<file path="config.mk">
export PLATFORM = sky130hd
export DESIGN_NAME = pipe_stage_chain
export DESIGN_NICKNAME = d
export VERILOG_FILES = /design/src/rtl/pipe_stage_chain.sv
export SDC_FILE = /design/constraint.sdc
export NUM_CORES = 1
export LEC_CHECK = 0
export CORE_AREA = 8 8 217 219
export DETAILED_ROUTE_END_ITERATION = 8
export DIE_AREA = 0 0 225 227
export PLACE_DENSITY = 0.5
export SYNTH_ARGS = -nofsm -noshare
export SYNTH_HDL_FRONTEND = slang
export SYNTH_SLANG_ARGS = --single-unit
</file>
<file path="constraint.sdc">
create_clock -name clk -period 5.7 [get_ports clk]
set_input_delay 1.14 -clock clk [delete_from_list [all_inputs] [get_ports clk]]
set_output_delay 1.14 -clock clk [all_outputs]
set_load 0.05 [all_outputs]
</file>
<file path="src/rtl/pipe_stage_chain.sv">
// Parametrised inter-stage pipeline buffer: DEPTH stages of {valid, WIDTH payload}.
// Supports indexed stall with bubble insertion, indexed flush, forwarding taps,
// and debug counters for occupancy and retired entries.
module pipe_stage_chain #(
  parameter int          WIDTH       = 64,
  parameter int          DEPTH       = 4,
  parameter int          IDX_W       = 2,
  // Reset value of the retired counter; nonzero only for wrap-around checks.
  parameter logic [31:0] RETIRED_RST = 32'd0
) (
  input  logic                   clk,
  input  logic                   rst,
  input  logic                   in_valid,
  input  logic [WIDTH-1:0]       in_data,
  output logic                   in_ready,
  input  logic                   stall_en,
  input  logic [IDX_W-1:0]       stall_idx,
  input  logic                   flush_en,
  input  logic [IDX_W-1:0]       flush_idx,
  output logic [DEPTH-1:0]       stage_valid,
  output logic [DEPTH*WIDTH-1:0] stage_data,
  output logic                   out_valid,
  output logic [WIDTH-1:0]       out_data,
  output logic [IDX_W:0]         occupancy,
  output logic [31:0]            retired
);

  // Elaboration-time sanity checks on the geometry.
  if (DEPTH < 2) begin : g_depth_chk
    $error("pipe_stage_chain: DEPTH must be at least 2");
  end
  if ((1 << IDX_W) < DEPTH) begin : g_idx_chk
    $error("pipe_stage_chain: IDX_W too narrow to address every stage");
  end

  logic [DEPTH-1:0] vld_q;
  logic [DEPTH-1:0] vld_d;
  logic [WIDTH-1:0] dat_q [DEPTH];
  logic [WIDTH-1:0] dat_d [DEPTH];
  logic [IDX_W:0]   occ_q;
  logic [IDX_W:0]   occ_d;
  logic [31:0]      ret_q;

  int   stall_pos;
  int   flush_pos;
  logic stall_act;
  logic out_frozen;

  // Clamp the stage indices and decide whether the stall is live (flush wins).
  always_comb begin
    stall_pos  = (int'(stall_idx) > DEPTH - 1) ? DEPTH - 1 : int'(stall_idx);
    flush_pos  = (int'(flush_idx) > DEPTH - 1) ? DEPTH - 1 : int'(flush_idx);
    stall_act  = stall_en & ~flush_en;
    out_frozen = stall_act & (stall_pos == DEPTH - 1);
  end

  // Next-state of every stage: default shift, then flush or stall overrides.
  always_comb begin
    vld_d    = {vld_q[DEPTH-2:0], in_valid};
    dat_d[0] = in_data;
    for (int i = 1; i < DEPTH; i++) begin
      dat_d[i] = dat_q[i-1];
    end
    for (int i = 0; i < DEPTH; i++) begin
      if (flush_en) begin
        // Killed stages and the stage just past them all become bubbles.
        if (i <= flush_pos + 1) begin
          vld_d[i] = 1'b0;
          dat_d[i] = '0;
        end
      end else if (stall_act) begin
        if (i <= stall_pos) begin
          vld_d[i] = vld_q[i];
          dat_d[i] = dat_q[i];
        end else if (i == stall_pos + 1) begin
          vld_d[i] = 1'b0;
          dat_d[i] = '0;
        end
      end
    end
  end

  // Occupancy is the popcount of the next valid vector so it tracks stage_valid.
  always_comb begin
    occ_d = '0;
    for (int i = 0; i < DEPTH; i++) begin
      occ_d = occ_d + {{IDX_W{1'b0}}, vld_d[i]};
    end
  end

  // Stage registers and occupancy; reset overrides stall and flush.
  always_ff @(posedge clk) begin
    if (rst) begin
      vld_q <= '0;
      occ_q <= '0;
      for (int i = 0; i < DEPTH; i++) begin
        dat_q[i] <= '0;
      end
    end else begin
      vld_q <= vld_d;
      occ_q <= occ_d;
      for (int i = 0; i < DEPTH; i++) begin
        dat_q[i] <= dat_d[i];
      end
    end
  end

  // Retired counter: counts valid entries leaving the last stage, wraps freely.
  always_ff @(posedge clk) begin
    if (rst) begin
      ret_q <= RETIRED_RST;
    end else if (vld_q[DEPTH-1] && !out_frozen) begin
      ret_q <= ret_q + 32'd1;
    end
  end

  // Flatten the per-stage payloads onto the forwarding tap bus.
  always_comb begin
    stage_data = '0;
    for (int i = 0; i < DEPTH; i++) begin
      stage_data[i*WIDTH +: WIDTH] = dat_q[i];
    end
  end

  assign in_ready    = ~stall_en | flush_en;
  assign stage_valid = vld_q;
  assign out_valid   = vld_q[DEPTH-1];
  assign out_data    = dat_q[DEPTH-1];
  assign occupancy   = occ_q;
  assign retired     = ret_q;

endmodule

</file>
==> flow_summary_export.csv <==
group,metric,value,unit
run_status,outcome,"complete, no violations",
place,hpwl,28740,µm
power,total_power,4.560,mW
clock_tree,clockRootBuffer,"clkbuf_16",
yosys,synth-seq-cells,295,
yosys,synthArstFlopShare,0,%
global_routing,grt-ovfl-total,0,
drt,routed_wl,40470,µm
worst_setup_path,cp_data_arrival_time,2.98,ns
drt,wire_per_inst,19.99,µm
yosys,synth-seq-area-share,54.99,%
global_routing,antenna_found_initial,1,
power,pwr_density_cell,281.5,nW/µm²
global_routing,busiest_layer,"met2",
yosys,yosys_most_used_dff,"dfxtp_1",
drt,drc,0,
yosys,synth-compound-area-share,16.54,%
clock_tree,cts_resized,0,
drt,postRouteAntennaNets,0,
global_routing,grtUsageTotal,14.95,%
clock_tree,clk_latency,0.53,ns
worst_setup_path,worstSetupPathType,"in -> out",
yosys,yosysWarningCount,0,
yosys,synth_fa_ha_area_share,0.5359,%
run,drv_cap,0,
drt,drt_iter0_markers,608,
yosys,syn_area,10740,µm²
power,vdd_drop_max,0.0001435,V
clock_tree,cts_buffers,36,
timing,max_freq,0.2424,GHz
worst_setup_path,start_kind,"primary input",
timing,worst-slew-pin-transition,1.138,ns
yosys,synth.avg_cell_area,10.01,µm²
yosys,synth_top_family_by_area,"compound AO/OA/AOI/OAI gates",
floorplan,io_pins,434,
global_routing,grt_pass1_wl,58990,µm
clock_tree,clk_pin_slew,0.05,ns
yosys,syn-instance-count,1073,
worst_setup_path,cp.required,4.56,ns
floorplan,fp.dieH,227,µm
global_routing,grt_max_degree,94,
floorplan,core.rowCount,77,
timing,finalCritPeriodShare,72.36,%
worst_setup_path,cp_max_fo,15,
hold_path,min-delay-path-class,"reg -> reg",
floorplan,initial_core_util,24.61,%
timing,worst_slack,1.575,ns
timing,finClkSkew,0.01786,ns
place,place_worst_setup_slack,1.465,ns
yosys,synth_enable_flop_cells,0,
clock_tree,htreeDepth,2,
finish,layout-drive-gt1-share,5.447,%
global_routing,grt_util_met1,18.30,%
finish,fin_nets,1482,
global_routing,gr-usage-met3,4.135,%
worst_setup_path,r2r_slack,3.40,ns
worst_setup_path,cp-end-kind,"output pin",
global_routing,gr-usage-met2,24.89,%
place,globalplace.congestion,0.7952,
clock_tree,holdBufCountCts,0,
place,port_buffers,433,
yosys,synthesis.nets,1150,
timing,maxSlewHeadroom,23.99,%
floorplan,dieArea,51080,µm²
drt,vias_per_cell,4.547,
timing,grt_setup_unrepaired,"no",
clock_tree,cts.sinks,295,
yosys,netlist-cell-type-count,40,
clock_tree,post_cts_buffers,0,
timing,slew_violations,0,
finish,synthToLayoutAreaGrowth,50.87,%
timing,layout_min_cycle_time,4.125,ns
global_routing,grt_pass1_vias,8897,
yosys,muxShareOfSynthArea,6.769,%
drt,vias,9208,
timing,tns,0,ns
floorplan,die_width,225,µm
floorplan,core_area,43640,µm²
yosys,synth_xor_xnor_area_share,0.7340,%
clock_tree,clockBufferDepth,3,
drt,dr.pass1.iters,6,
timing,final-setup-viol-count,0,
clock_tree,cts_tree,"built",
power,leakagePower,5.763,nW
timing,final_hold_viol_count,0,
yosys,yosys.area_share.simple,12.68,%
## critical path, cell delays in order
cell and delay, ns:
clkdlybuf4s50_1 0.83, nand2b_1 0.20, clkdlybuf4s50_1 0.82
## worst paths after layout
kind                                                start                   endpoint  cells after the start
worst min register to register  dat_q[0][39]$_SDFFE_PP0P_  dat_q[1][39]$_SDFFE_PP0P_                      1
worst max register to register  stage_valid[3]$_SDFF_PP0_   retired[30]$_SDFFE_PP0P_                      4
worst min-delay path            dat_q[0][39]$_SDFFE_PP0P_  dat_q[1][39]$_SDFFE_PP0P_                      1
worst max-delay path                             flush_en                   in_ready                      3
## area by class of cell
type / instances / area (µm²)
diodes: 1 / 2.502
fillers: 4343 / 27440
repair buffers: 441 / 4405
clock inverters: 14 / 85.08
clock buffers: 51 / 1008
flip-flops and latches: 295 / 5906
multi-input cells: 624 / 4028
well taps: 592 / 740.7
inverters: 7 / 26.28
## layer usage
layer / part of all wire, % / up-vias / routed length, µm
li1: - / 4446 / -
met1: 42 / 4409 / 17000
met2: 48 / 294 / 19600
met3: 6.9 / 59 / 2788
met4: 2.7 / 0 / 1083
met5: 0 / - / 0
## registers in the layout, summed over array words and instances, names as in the netlist
register	count
retired	32
dat_q	256
occupancy	3
stage_valid	4
## placed cells by master, fill, tap and decap left out, types with 7 or more instances in the layout
| cell | instances |
|---|---|
| buf_4 | 8 |
| nand2_1 | 17 |
| clkinv_2 | 10 |
| a22o_1 | 64 |
| o21ai_0 | 8 |
| mux2i_1 | 67 |
| nor2b_1 | 9 |
| clkdlybuf4s50_1 | 431 |
| clkbuf_16 | 37 |
| dfxtp_1 | 295 |
| a22oi_1 | 127 |
| a21oi_1 | 19 |
| nor2_1 | 208 |
| o31ai_1 | 12 |
| or4_1 | 15 |
| nand4_1 | 12 |
| inv_1 | 7 |
| clkbuf_1 | 11 |
| nand3_1 | 12 |
## synth_stat cells (7+ instances only)
cell type | number | area, µm²
nand2_1 | 17 | 63.81
nor2b_1 | 9 | 56.30
a22o_1 | 64 | 560.5
a22oi_1 | 127 | 953.4
mux2i_1 | 67 | 670.6
a21oi_1 | 20 | 100.1
dfxtp_1 | 295 | 5906
or4_1 | 15 | 112.6
o31ai_1 | 12 | 90.09
clkbuf_1 | 64 | 240.2
buf_1 | 15 | 56.30
inv_1 | 7 | 26.28
nand3_1 | 12 | 60.06
o21ai_0 | 8 | 40.04
nor2_1 | 209 | 784.5
buf_4 | 65 | 488.0
nand4_1 | 12 | 75.07
## through the flow
stage | utilization, % | instances | hold slack, ns | area, µm²
5_1_grt | 37.12 | 2025 | 0.5015 | 16200
3_3_place_gp | 34.61 | 1959 | 0.4795 | 15110
6_report | 37.12 | 2025 | 0.4904 | 16200
2_1_floorplan | - | 1073 | 0.6973 | 10740
4_1_cts | 37.12 | 2024 | 0.4942 | 16200
3_5_place_dp | 34.61 | 1959 | 0.4780 | 15110
## logic make-up after synthesis
group,after synthesis
AO/OA/AOI/OAI,235
flip-flops,295
XOR/XNOR,9
adder cells (fa/ha/maj),4
AND/OR/NAND/NOR,304
multiplexers,72
buffers and inverters,154
## power by group
part,internal (mW),switching (mW),leakage (nW)
clock,1.24,0.892,0.548
sequential,2.08,0.0186,2.38
combinational,0.116,0.209,2.83
Power figures use the tool's default switching activity.
==> edit: new RTL, config.mk and constraints unchanged <==
Set the parameter `WIDTH` to 96 (it was 64).
--- a/src/rtl/pipe_stage_chain.sv
+++ b/src/rtl/pipe_stage_chain.sv
@@ -3,5 +3,5 @@
 // and debug counters for occupancy and retired entries.
 module pipe_stage_chain #(
-  parameter int          WIDTH       = 64,
+  parameter int          WIDTH       = 96,
   parameter int          DEPTH       = 4,
   parameter int          IDX_W       = 2,
Interface: changed (resized in_data, out_data and stage_data); port bits go from 434 to 626. The function was not compared with the original's and may differ.
==> edit against the unedited design <==
Register-to-register slack lost 0.06 ns; routed wire length up 63%; total power up 42%; sequential share of layout area increased by 1.1 points; non-clock buffer count increased by 197; cell count grew 28%; synthesized area grew 41%; first-iteration DRC count up 25%; sequential cell count up 128; utilization is 15 points higher; setup slack improved by 0.019 ns; fmax is 0.47% higher; design area increased by 39%.
==> edit: results (changes against the unedited design) <==
| Metric | Value |
|---|---|
| Largest register FFs | `384 (was 256)` |
| DR pass1 iterations | `5 (was 6)` |
| Top cells by count, synth | `dfxtp_1, nor2_1, a22oi_1, buf_4 (was dfxtp_1, nor2_1, a22oi_1, mux2i_1, buf_4)` |
| Initial antenna violation count | `4 (was 1)` |
| Average wire per standard cell | `25.6 um (was 20.0 um)` |
| Outcome | `completed (unchanged)` |
| Total clock buffers created by CTS | `47 (was 36)` |
| Final #Nets | `2070 (was 1482)` |
| Data arrival, critical path | `2.97 ns (was 2.98 ns)` |
| PortBufs | `625 (was 433)` |
| Synth unique cells | `42 (was 40)` |
| Vias in the first global route | `12.8k (was 8897)` |
| Crit-path max FO | `9 (was 15)` |
| Clk_skew | `0.0312 ns (was 0.0179 ns)` |
| Total GRT Usage | `0.245 (was 0.150)` |
| Max clock buf depth | `3 (unchanged)` |
| Worst-Margin Slew | `1.14 ns (about the same)` |
| Static leakage | `8.15 nW (was 5.76 nW)` |
| 1st-iter DRT viols | `762 (was 608)` |
| Fraction of layout instances using a drive strength above 1 | `0.0473 (was 0.0545)` |
| First-pass GRT wire length | `94000 um (was 59000 um)` |
| Synth area leaders | `dfxtp_1, a22oi_1, nor2_1 (unchanged)` |
| Largest net degree at the start of global routing | `91 (was 94)` |
| Filler cells | `4021 (was 4343)` |
| Minimum setup slack after placement | `1.59 ns (was 1.46 ns)` |
| Sequential area share after synthesis | `0.560 (was 0.550)` |
| Final RePlAce weighted congestion | `0.826 (was 0.795)` |
| Mapped Nets | `1599 (was 1150)` |
[edit: changes by cell type after synthesis, sizes merged, moves of 29 or more]
| cell | delta |
|---|---|
| dfxtp | +128 |
| nor2 | +97 |
| a22oi | +66 |
| buf | +43 |
| a22o | +32 |
| mux2i | +29 |
[edit: per-layer routing]
layer / part of all wire / track usage
met1: 0.40 / 0.294
met2: 0.50 / 0.423
met3: 0.083 / 0.0882
met4: 0.013 / 0.0464
met5: 0.00059 / 0
[edit: worst paths after layout]
check                      to  slack (ns)   startpoint  cells past startpoint
setup / recovery     in_ready        1.59     flush_en                      4
hold / removal    dat_q[1][2]        0.49  dat_q[0][2]                      1
setup reg to reg  retired[31]        3.34  retired[10]                      4
hold reg to reg   dat_q[1][2]        0.49  dat_q[0][2]                      1
[edit: critical path, cell delays in order]
cell	delay [ns]
clkdlybuf4s50_1	0.71
inv_1	0.21
nand2_1	0.09
clkdlybuf4s50_1	0.81
[edit: area by class of cell]
| type | count | area, um2 | share of cell area |
|---|---|---|---|
| Sequential cell | 423 | 8470 | 0.376 |
| Timing Repair Buffer | 638 | 6370 | 0.283 |
| Multi-Input combinational cell | 847 | 5460 | 0.242 |
| Clock buffer | 66 | 1340 | 0.0594 |
| Tap cell | 592 | 741 | 0.0329 |
| Clock inverter | 11 | 136 | 0.00605 |
| Inverter | 4 | 15.0 | 0.000666 |
| Antenna cell | 1 | 2.50 | 0.000111 |
[edit: cell families after synthesis]
kind of cell,share of synthesized area
flops,0.560
simple gates,0.113
compound gates,0.170
buf+inv,0.0807
mux,0.0666
xor+xnor,0.00522
fa+ha+maj,0.00381
[edit: power breakdown]
part	switching (W)	internal, W	leakage (nW)
clock	0.00120	0.00175	0.726
sequential	0.0000298	0.00299	3.42
combinational	0.000317	0.000171	4.01
[edit: metrics by stage]
stage	instances	power [W]	instance area, um2	hold slack (ns)
global route	2582	0.00669	22500	0.514
global placement	2504	0.00358	21100	0.474
floorplan	1490	0.00336	15100	0.695
finish	2582	0.00647	22500	0.495
detailed placement	2504	0.00358	21100	0.480
CTS	2581	0.00654	22500	0.498
